## src/rtl/truth_table_sweeper.sv

```systemverilog
// Sweeps a 3-input gate through all 8 input vectors and assembles its 8-bit rule code.
// Optional stability check: define TRUTH_TABLE_SWEEPER_STABILITY_CHECK_EN.
//
// state   | meaning
// IDLE    | waiting for start, results held
// APPLY   | vector driven, settle counter running
// CAPTURE | gate_out sampled into rule_code at the closing edge
// FINISH  | one-cycle done pulse, match registered
module truth_table_sweeper #(
  parameter int         SETTLE_CYCLES = 4,
  parameter logic [7:0] EXPECTED_RULE = 8'h45
) (
  input  logic       clk,
  input  logic       reset,
  input  logic       start,
  output logic       in1,
  output logic       in2,
  output logic       in3,
  input  logic       gate_out,
  output logic       busy,
  output logic       done,
  output logic [7:0] rule_code,
  output logic       match,
  output logic       unstable
);

  typedef enum logic [1:0] {IDLE, APPLY, CAPTURE, FINISH} state_t;

  localparam logic [7:0] RELOAD = 8'(SETTLE_CYCLES - 1);

  state_t     state, state_nxt;
  logic [2:0] idx;
  logic [7:0] cnt;
  logic       unstable_now;

  always_ff @(posedge clk) begin
    if (reset) state <= IDLE;
    else       state <= state_nxt;
  end

  always_comb begin
    state_nxt = state;
    case (state)
      IDLE:    if (start) state_nxt = APPLY;
      APPLY:   if (cnt == 8'd0) state_nxt = CAPTURE;
      CAPTURE: state_nxt = (idx == 3'd7) ? FINISH : APPLY;
      FINISH:  state_nxt = IDLE;
      default: state_nxt = IDLE;
    endcase
  end

  always_ff @(posedge clk) begin
    if (reset) begin
      idx       <= 3'd0;
      cnt       <= 8'd0;
      rule_code <= 8'h00;
      match     <= 1'b0;
    end else begin
      case (state)
        IDLE: begin
          if (start) begin
            idx       <= 3'd0;
            cnt       <= RELOAD;
            rule_code <= 8'h00;
            match     <= 1'b0;
          end
        end
        APPLY: begin
          if (cnt != 8'd0) cnt <= cnt - 8'd1;
        end
        CAPTURE: begin
          rule_code[3'd7 - idx] <= gate_out;
          if (idx != 3'd7) begin
            idx <= idx + 3'd1;
            cnt <= RELOAD;
          end
        end
        FINISH: begin
          match <= (rule_code == EXPECTED_RULE) && !unstable_now;
          idx   <= 3'd0;
        end
        default: ;
      endcase
    end
  end

`ifdef TRUTH_TABLE_SWEEPER_STABILITY_CHECK_EN
  logic settle_sample;

  // Compare the last settled sample with the capture sample of the same vector.
  always_ff @(posedge clk) begin
    if (reset) begin
      settle_sample <= 1'b0;
      unstable      <= 1'b0;
    end else begin
      if (state == IDLE && start) unstable <= 1'b0;
      if (state == APPLY && cnt == 8'd0) settle_sample <= gate_out;
      if (state == CAPTURE && gate_out != settle_sample) unstable <= 1'b1;
    end
  end

  assign unstable_now = unstable;
`else
  assign unstable     = 1'b0;
  assign unstable_now = 1'b0;
`endif

  assign {in1, in2, in3} = idx;
  assign busy = (state == APPLY) || (state == CAPTURE);
  assign done = (state == FINISH);

endmodule

```

## config.mk

```make
export PLATFORM = sky130hd
export DESIGN_NAME = truth_table_sweeper
export DESIGN_NICKNAME = d
export VERILOG_FILES = /design/src/rtl/truth_table_sweeper.sv
export SDC_FILE = /design/constraint.sdc
export NUM_CORES = 1
export LEC_CHECK = 0
export BUFFER_PORTS_ARGS = -buffer_cell sky130_fd_sc_hd__buf_2
export CAP_MARGIN = 20
export CORE_MARGIN = 2
export CORE_UTILIZATION = 59
export DETAILED_ROUTE_END_ITERATION = 8
export PLACE_DENSITY = 0.82
export SYNTH_ARGS = -nofsm -noshare
export SYNTH_HDL_FRONTEND = slang
export SYNTH_SLANG_ARGS = --single-unit
```

## constraint.sdc

```tcl
create_clock -name clk -period 4.4 [get_ports clk]
set_input_delay 0.88 -clock clk [delete_from_list [all_inputs] [get_ports clk]]
set_output_delay 0.88 -clock clk [all_outputs]
set_load 0.05 [all_outputs]
```

---- Word-level counts from Yosys, hierarchy flattened ----
Index checks and enable logic that the tools add are counted.
operators by class
  bitwise operators ....................... 0
  shift-type cells ........................ 0
  $mul .................................... 0
  order comparisons ....................... 2
  reductions and logical operators ........ 14
  muxes and demuxes ....................... 18
  divide/modulo/power cells ............... 0
  $add $sub $neg .......................... 3
  equal/unequal tests ..................... 10
operators by type and width
  cell                                                                    number
  8-bit two-way mux                                                       4
  8-bit one-hot mux with 3 select lines                                   1
  8-bit one-hot mux with 2 select lines                                   1
  3-bit one-hot mux with 3 select lines                                   1
  8-bit bitwise mux                                                       1
  8-bit by 7-bit == test with 1-bit output (second input constant)        1
  8-bit zero test                                                         1
  2-bit != test (second input constant)                                   4
  2-bit one-hot mux with 4 select lines                                   1
  8-bit nonzero test                                                      1
  8-bit by 1-bit subtractor with 8-bit output (second input constant)     1
  2-bit two-way mux                                                       3
  3-bit two-way mux                                                       2
  2-bit AND reduction                                                     3
  3-bit nonzero test                                                      2
  2-bit == test (second input constant)                                   2
  3-bit by 4-bit < comparator with 1-bit output (second input constant)   1
  4-bit AND reduction                                                     1
  2-bit nonzero test                                                      2
  3-bit by 1-bit adder with 3-bit output (second input constant)          1
  1-bit demux with 3-bit select                                           1
  3-bit == test (second input constant)                                   1
  3-bit by 1-bit >= comparator with 1-bit output (second input constant)  1
  3-bit != test (second input constant)                                   1
  8 further kinds                                                         9
word-level totals
  bits in registers ....................... 22
  RAM bits ................................ 0
  latch bits .............................. 0
  memories ................................ 0
  logic and storage cells ................. 52
  memory bits (read-only) ................. 0
  input port bits ......................... 4
  output and inout port bits .............. 15

---- Longest topological paths before layout ----
Gate-level depths: netlist of the first run.
  depth in word-level cells ............... 7
  mapped depth ............................ 7
  depth with buffers taken out ............ 6

---- Worst setup path before layout of the first run ----
OpenSTA, ideal clock, no wires.
  path kind ............................... reg-to-reg
  start ................................... reg idx[1]
  end ..................................... reg cnt[4]
  data arrival time ....................... 1978 ps
  period minus slack after synthesis ...... 2048 ps
  library setup time ...................... 70 ps
  setup slack ............................. 2352 ps
  cell stages (with the launch flop) ...... 7
  cells stage by stage .................... dfxtp_1 > ha_1 > ha_1 > nand2_1 > nand4b_1 > or4b_2 > a21oi_1
between the ends
  cells in the longest elaborated chain, start to end .. 3
RTL lines
  item                           line  source
  from (decl)                    32    logic [2:0] idx;
  from (signal assigned)         74    idx <= idx + 3'd1;
  3-bit != test                  73    if (idx != 3'd7) begin
  2-bit != test (no line)        --
  4-bit AND reduction (no line)  --
  to (signal assigned)           69    if (cnt != 8'd0) cnt <= cnt - 8'd1;
  to (decl)                      33    logic [7:0] cnt;
Every way passes these cells.
A chain may end at the register's enable or synchronous reset.

---- Final worst setup path of the first run ----
  start ................................... reg state[0]
  end ..................................... out busy
between the ends
  cells in the longest elaborated chain, start to end .. 2
  elaborated cells between the ends (all ways) .. 3
  classes of those cells .................. eq/ne (2); reduce/logical (1)
RTL lines
  item                                                                       line  source
  from (decl)                                                                31    state_t state, state_nxt;
  from (signal assigned)                                                     38    else state <= state_nxt;
  2-bit by 1-bit == test with 1-bit output or 2-bit == test (tied branches)  109   assign busy = (state == APPLY) || (state == CAPTURE);
  1-bit logical OR *                                                         109
  to (decl)                                                                  20    output logic busy,
Mark *: on every way between the ends. The rest lies on a longest branch, timed or not.

==> results of run 1 <==
## cell type report
cell class	instances	share of cell area, %
multi-input cells	116	54.6
flip-flops and latches	22	32.2
repair buffers	17	6.22
clock buffers	4	2.65
well taps	27	2.47
inverters	7	1.92
## worst max path at each step
stage / startpoint / end / slack [ps]
floorplan: idx[1] / cnt[4] / 2350
global placement: start / cnt[4] / 2160
detailed placement: start / cnt[4] / 2130
CTS: state[0] / busy / 2150
global route: state[0] / busy / 2100
finish: state[0] / busy / 2140
## worst max-delay path: cells and delay by family, from the launching register on
kind	cells	cell delay, ps
adder cells (fa/ha/maj)	1	280
flip-flops	1	430
buffers and inverters	2	350
## state kept, by name, summed over array words and instances, names as in the netlist
name and count:
cnt 8, idx 3, match 1, rule_code 8, state 2
## metal layers
metal	track usage, %	vias up
met5	0	-
met4	3.70	0
met3	5.45	2
met2	42.3	49
met1	29.8	558
li1	-	591
## power breakdown
group          total, µW  internal [µW]  switching, µW
clock network        116           50.6           65.5
logic                151           55.4           95.2
registers            229            213           16.0
## cell usage in the layout (no fill, tap or decap), types with 3 or more instances in the layout
| cell type | netlist | routed |
|---|---|---|
| o31ai_1 | 3 | 3 |
| nand2_1 | 5 | 5 |
| nand4_1 | 3 | 3 |
| nand3_1 | 7 | 7 |
| a21oi_1 | 23 | 23 |
| o21ai_0 | 12 | 12 |
| dfxtp_1 | 22 | 22 |
| buf_2 | 1 | 17 |
| ha_1 | 9 | 9 |
| nor2_1 | 8 | 8 |
| mux2i_1 | 4 | 4 |
| nor3_1 | 4 | 4 |
| nor2b_1 | 3 | 3 |
| a31oi_1 | 3 | 3 |
| clkbuf_4 | 0 | 3 |
| nand2b_1 | 3 | 3 |
| inv_1 | 7 | 7 |
| or4_1 | 4 | 4 |
## logic make-up (layout without fill, tap and decap cells)
logic type      count (synthesis)  in the layout  synth area share, %
fa+ha+maj                       9              9                 9.02
other cells                     1              1                0.300
buf+inv                        15             28                 4.91
mux                             4              4                 3.21
simple gates                   54             54                 25.6
compound gates                 48             48                 21.7
flops                          22             22                 35.3
## stage by stage
step	hold slack, ps	instances	setup WS (ps)	cell area [µm²]
4_1_cts	476	193	2150	1370
3_3_place_gp	439	189	2160	1330
2_1_floorplan	443	153	2350	1250
6_report	474	193	2140	1370
3_5_place_dp	459	189	2130	1330
5_1_grt	506	193	2100	1370
==> out/qor.yml, run 1 <==
drt_wl_total_um: 2830
synthTopCellsByCount: "23 x a21oi_1, 22 x dfxtp_1, 12 x o21ai_0, 9 x ha_1, 8 x nor2_1"
yosys_warnings: 0
gr-usage-all-layers_pct: 24.0
final-seq-area_um2: 440
synthArstFlopShare_pct: 0
dr.pass1.iters: 4
min_to: "match"
r2r.worst_path.cells: 6
drt_iter0_drc: 38
fmax_ghz: 0.443
drt-met1-wl_um: 1310
drive_gt1_share_pct: 15.1
routabilityCongestion: 0.784
power_uw: 496
cts_tree: "yes"
numClockSinks: 22
cts.path.max_buffers: 2
synth_edf_count: 0
powerDensity_mw_per_mm2: 362
path_clk_slew_ps: 130
die-area_mm2: 0.00250
initial_utilization_pct: 63.0
synth_cell_types: 39
wl_met2_um: 1360
synthCells: 153
cts_buffers: 3
fill_cells: 165
grt_overflow: 0
slowest_stage: "dfxtp_1"
worst_pin_slew_ps: 746
vias: 1200
worstSetupStartpointType: "register"
critPathMaxFanout: 5
hold_buffers: 0
crit_chain: "inv_1, ha_1, buf_2"
slew_headroom_pct: 48.8
crit_path_end_kind: "output pin"
grt_max_degree: 19
drc_errors: 0
antenna_found_initial: 0
synthesis.nets: 166
worstReg2RegStart: "state[0]"
peakVddDrop_mv: 0.232
cts_max_level: 1
wl_met3_um: 152
finalClockSkew_ps: 2.90
netlist_area_mm2: 0.00125
hold_depth: 2
grt_pass1_vias: 1066
final_util_pct: 69.1
cts_root_buf: "clkbuf_4"
synth_flop_cell: "dfxtp_1"
die_w_um: 50.0
seq_area_frac_synth_pct: 35.3
coreArea_mm2: 0.00198
synth.ff_latch_count: 22
hold_viol_final: 0
hp-class: "reg -> reg"
areaGrowthSynthToFinish_pct: 9.62
crit_arrival_ps: 1380
hp-start: "match"
r2r_slack_ps: 2280
setup_viol_count_final: 0
post_drt_via_cell_ratio: 6.22
io_pins: 19
crit_type: "reg -> out"
post_cts_buffers: 0
synth.avg_cell_area_um2: 8.16
diodes: 0
required_ps: 3520
r2r_end: "cnt[4]"
wl_per_cell_um: 14.7
maxCapViolCount: 0
port_buffers: 17
max_stage_delay_ps: 430
clock_latency_ps: 310
nNetsFinal: 180
yosysMostFrequentCell: "a21oi_1"
rsz0062_at_grt: "false"
p_leak_uw: 0.000559
multi_input_area_um2: 747
synth.top_cell.area_share_pct: 35.3
grt_pass1_wl_um: 4690
min_period_ps: 2260
yosysTopAreaCell: "dfxtp_1"
outcome: "complete, no violations"
die_y_um: 50.0
maxSlewViolCount: 0
post_cts_resized: 0
final_antenna_net_count: 0
finalSetupTns_ps: 0
synth_area_leaders: "dfxtp_1 35%, a21oi_1 9.2%, ha_1 9.0%"
top_layer: "met4"
place_hpwl_um: 1960
period_share_pct: 51.3
rows: 16
Note: power is estimated with default switching activity, not from simulation.
==> inputs of run 2 (changes only) <==
CORE_UTILIZATION = 50   (was 59)
PLACE_DENSITY = 0.74   (was 0.82)
clock period = 1.98 ns   (was 4.4 ns; I/O delays follow)
==> run 2 against run 1 <==
Effect of this change:
- sequential power is 120% higher
- clock-buffer cell count is the same
- non-clock buffer count is 10 higher
- critical path depth increased by 3
- sequential share of layout area decreased by 1.5 points
- total power grew 130%
- clock skew is 7.4 ps higher
==> out/qor.yml, run 2 (synthesized netlist as in run 1, its figures left out) <==
clockPowerShare_pct: 21.7  # was 23.4%
dpl_cell_area_mm2: 0.00141  # was 0.00133 mm²
r2r_slack_ps: 120  # was 2280 ps
rows: 18  # was 16
hold_viol_final: 0  # unchanged
die_y_um: 54.0  # was 50.0 µm
io_pins: 19  # unchanged
layout_common_cells: "23 x a21oi_1, 18 x dfxtp_1, 17 x buf_2, 12 x o21ai_0, 10 x buf_4"  # was 23 x a21oi_1, 22 x dfxtp_1, 17 x buf_2, 12 x o21ai_0, 9 x ha_1
crit_chain: "inv_1, ha_1, nand2b_1, nand4b_1, or4b_2, a21oi_1"  # was inv_1, ha_1, buf_2
multi_input_area_um2: 747  # unchanged
crit_path_end_kind: "register"  # was output pin
power_uw: 1120  # was 496 µW
cts_max_level: 1  # unchanged
post_cts_buffers: 0  # unchanged
final_antenna_net_count: 0  # unchanged
fill_cells: 208  # was 165
nNetsFinal: 190  # was 180
hold_depth: 2  # unchanged
cts.path.max_buffers: 2  # unchanged
hp-start: "match"  # unchanged
peakVddDrop_mv: 0.485  # was 0.232 mV
rsz0062_at_grt: "false"  # unchanged
routabilityCongestion: 0.866  # was 0.784
worstReg2RegStart: "state[0]"  # unchanged
p_comb_share_pct: 33.0  # was 30.4%
antenna_found_initial: 0  # unchanged
pre_cts_ws_ps: 86.7  # was 2130 ps
die-area_mm2: 0.00291  # was 0.00250 mm²
final_common_cell: "a21oi_1"  # unchanged
drive_gt1_share_pct: 22.2  # was 15.1%
gr-usage-all-layers_pct: 20.4  # was 24.0%
largestRegisters: "cnt: 8 flops, rule_code: 8 flops, idx: 3 flops"  # unchanged
cp_num_buf_inv: 1  # was 2
r2r_end: "cnt[4]"  # unchanged
crit_arrival_ps: 2100  # was 1380 ps
crit_type: "reg -> reg"  # was reg -> out
max_stage_delay_ps: 620  # was 430 ps
path_clk_slew_ps: 130  # about the same
final-seq-area_um2: 445  # was 440 µm²
required_ps: 2210  # was 3520 ps
diodes: 0  # unchanged
finalClockSkew_ps: 10.3  # was 2.90 ps
timing.final.ws_setup_ps: 117  # was 2140 ps
p_int_uw: 739  # was 319 µW
min_period_ps: 1860
hold_buffers: 0  # unchanged
wl_per_cell_um: 13.7  # was 14.7 µm
powerDensity_mw_per_mm2: 772  # was 362 mW/mm²
critical-path-top-delay-family: "simple AND/OR/NAND/NOR gates"  # was flip-flops
initial_utilization_pct: 51.8  # was 63.0%
slowest_stage: "or4b_2"  # was dfxtp_1
cts_root_buf: "clkbuf_4"  # unchanged
grt_pass1_wl_um: 4420  # was 4690 µm
place_hpwl_um: 2080  # was 1960 µm
fmax_ghz: 0.537
numClockSinks: 22  # unchanged
cts_tree: "yes"  # unchanged
seqPwrFrac_pct: 45.3  # was 46.2%
drc_errors: 0  # unchanged
drt_iter0_drc: 38  # unchanged
finalSetupTns_ps: 0  # unchanged
cts_buffers: 3  # unchanged
critPathMaxFanout: 5  # unchanged
outcome: "complete, no violations"  # unchanged
areaGrowthSynthToFinish_pct: 16.3  # was 9.62%
r2r.worst_path.cells: 6  # unchanged
hp-class: "reg -> reg"  # unchanged
dr.pass1.iters: 4  # unchanged
grt_pass1_vias: 1011  # was 1,066
min_to: "match"  # unchanged
drt_wl_total_um: 2810  # was 2830 µm
grt_overflow: 0  # unchanged
final_area_mm2: 0.00145  # was 0.00137 mm²
switching_share_pct: 34.1  # was 35.6%
worstSetupStartpointType: "register"  # unchanged
die_w_um: 54.0  # was 50.0 µm
maxCapViolCount: 0  # unchanged
p_leak_uw: 0.000611  # was 0.000559 µW
port_buffers: 17  # unchanged
coreArea_mm2: 0.00241  # was 0.00198 mm²
vias: 1218  # was 1,200
clock_latency_ps: 300  # was 310 ps
p_sw_uw: 382  # was 177 µW
grt_max_degree: 19  # unchanged
post_drt_via_cell_ratio: 5.91  # was 6.22
maxSlewViolCount: 0  # unchanged
setup_viol_count_final: 0  # unchanged
period_share_pct: 94.1
==> run 2: changes by cell type in the layout (fill, tap and decap cells not counted) <==
cell,change
buf_4,+10
dfxtp_1,-4
dfxtp_2,+4
==> run 2: tightest hold or removal path: stages, from the launching register on <==
cell and delay, ps:
dfxtp_1 330, nand2_1 50, a21oi_1 50
==> run 2: metal layers <==
| layer | track usage (%) | vias to the layer above | wire length, µm |
|---|---|---|---|
| met2 | 32.3 | 24 | 1330 |
| li1 | - | 608 | - |
| met4 | 6.25 | 0 | 15 |
| met5 | 0 | - | 0 |
| met3 | 2.50 | 2 | 106 |
| met1 | 28.9 | 584 | 1370 |
==> run 2: final cells by class <==
class | count | share of cell area (%)
multi-input combinational | 116 | 51.4
sequential | 22 | 30.7
timing repair buffer | 27 | 11.0
tap | 30 | 2.58
clock buffer | 4 | 2.50
inverter | 7 | 1.81
==> run 2: worst max-delay path by stage <==
stage               startpoint     end  slack, ps  cells after the start
global placement      state[0]  cnt[4]        200                      6
finish                state[0]  cnt[4]        120                      6
floorplan               idx[1]  cnt[4]         70                      6
CTS                   state[0]  cnt[4]         40                      6
detailed placement    state[0]  cnt[4]         90                      6
global route          state[0]  cnt[4]         10                      6
==> run 2: stage by stage <==
step	cells	hold WS (ps)	utilization, %
global placement	202	438	58.7
floorplan	153	443	-
detailed placement	202	459	58.7
global route	206	479	60.3
CTS	206	463	60.2
finish	206	461	60.3
==> run 2: timing repair <==
action / CTS / global route
setup endpoints to repair: 0 / 2
gates resized for setup: 0 / 2
endpoints found under the hold margin: 0 / 0
==> run 2: power groups by stage <==
stage                     logic, µW  clock network, µW  registers, µW
after floorplan                 267                  0            514
after global placement          352                  0            512
after detailed placement        365                  0            515
after CTS                       370                252            506
after global routing            411                265            512
final                           370                243            508
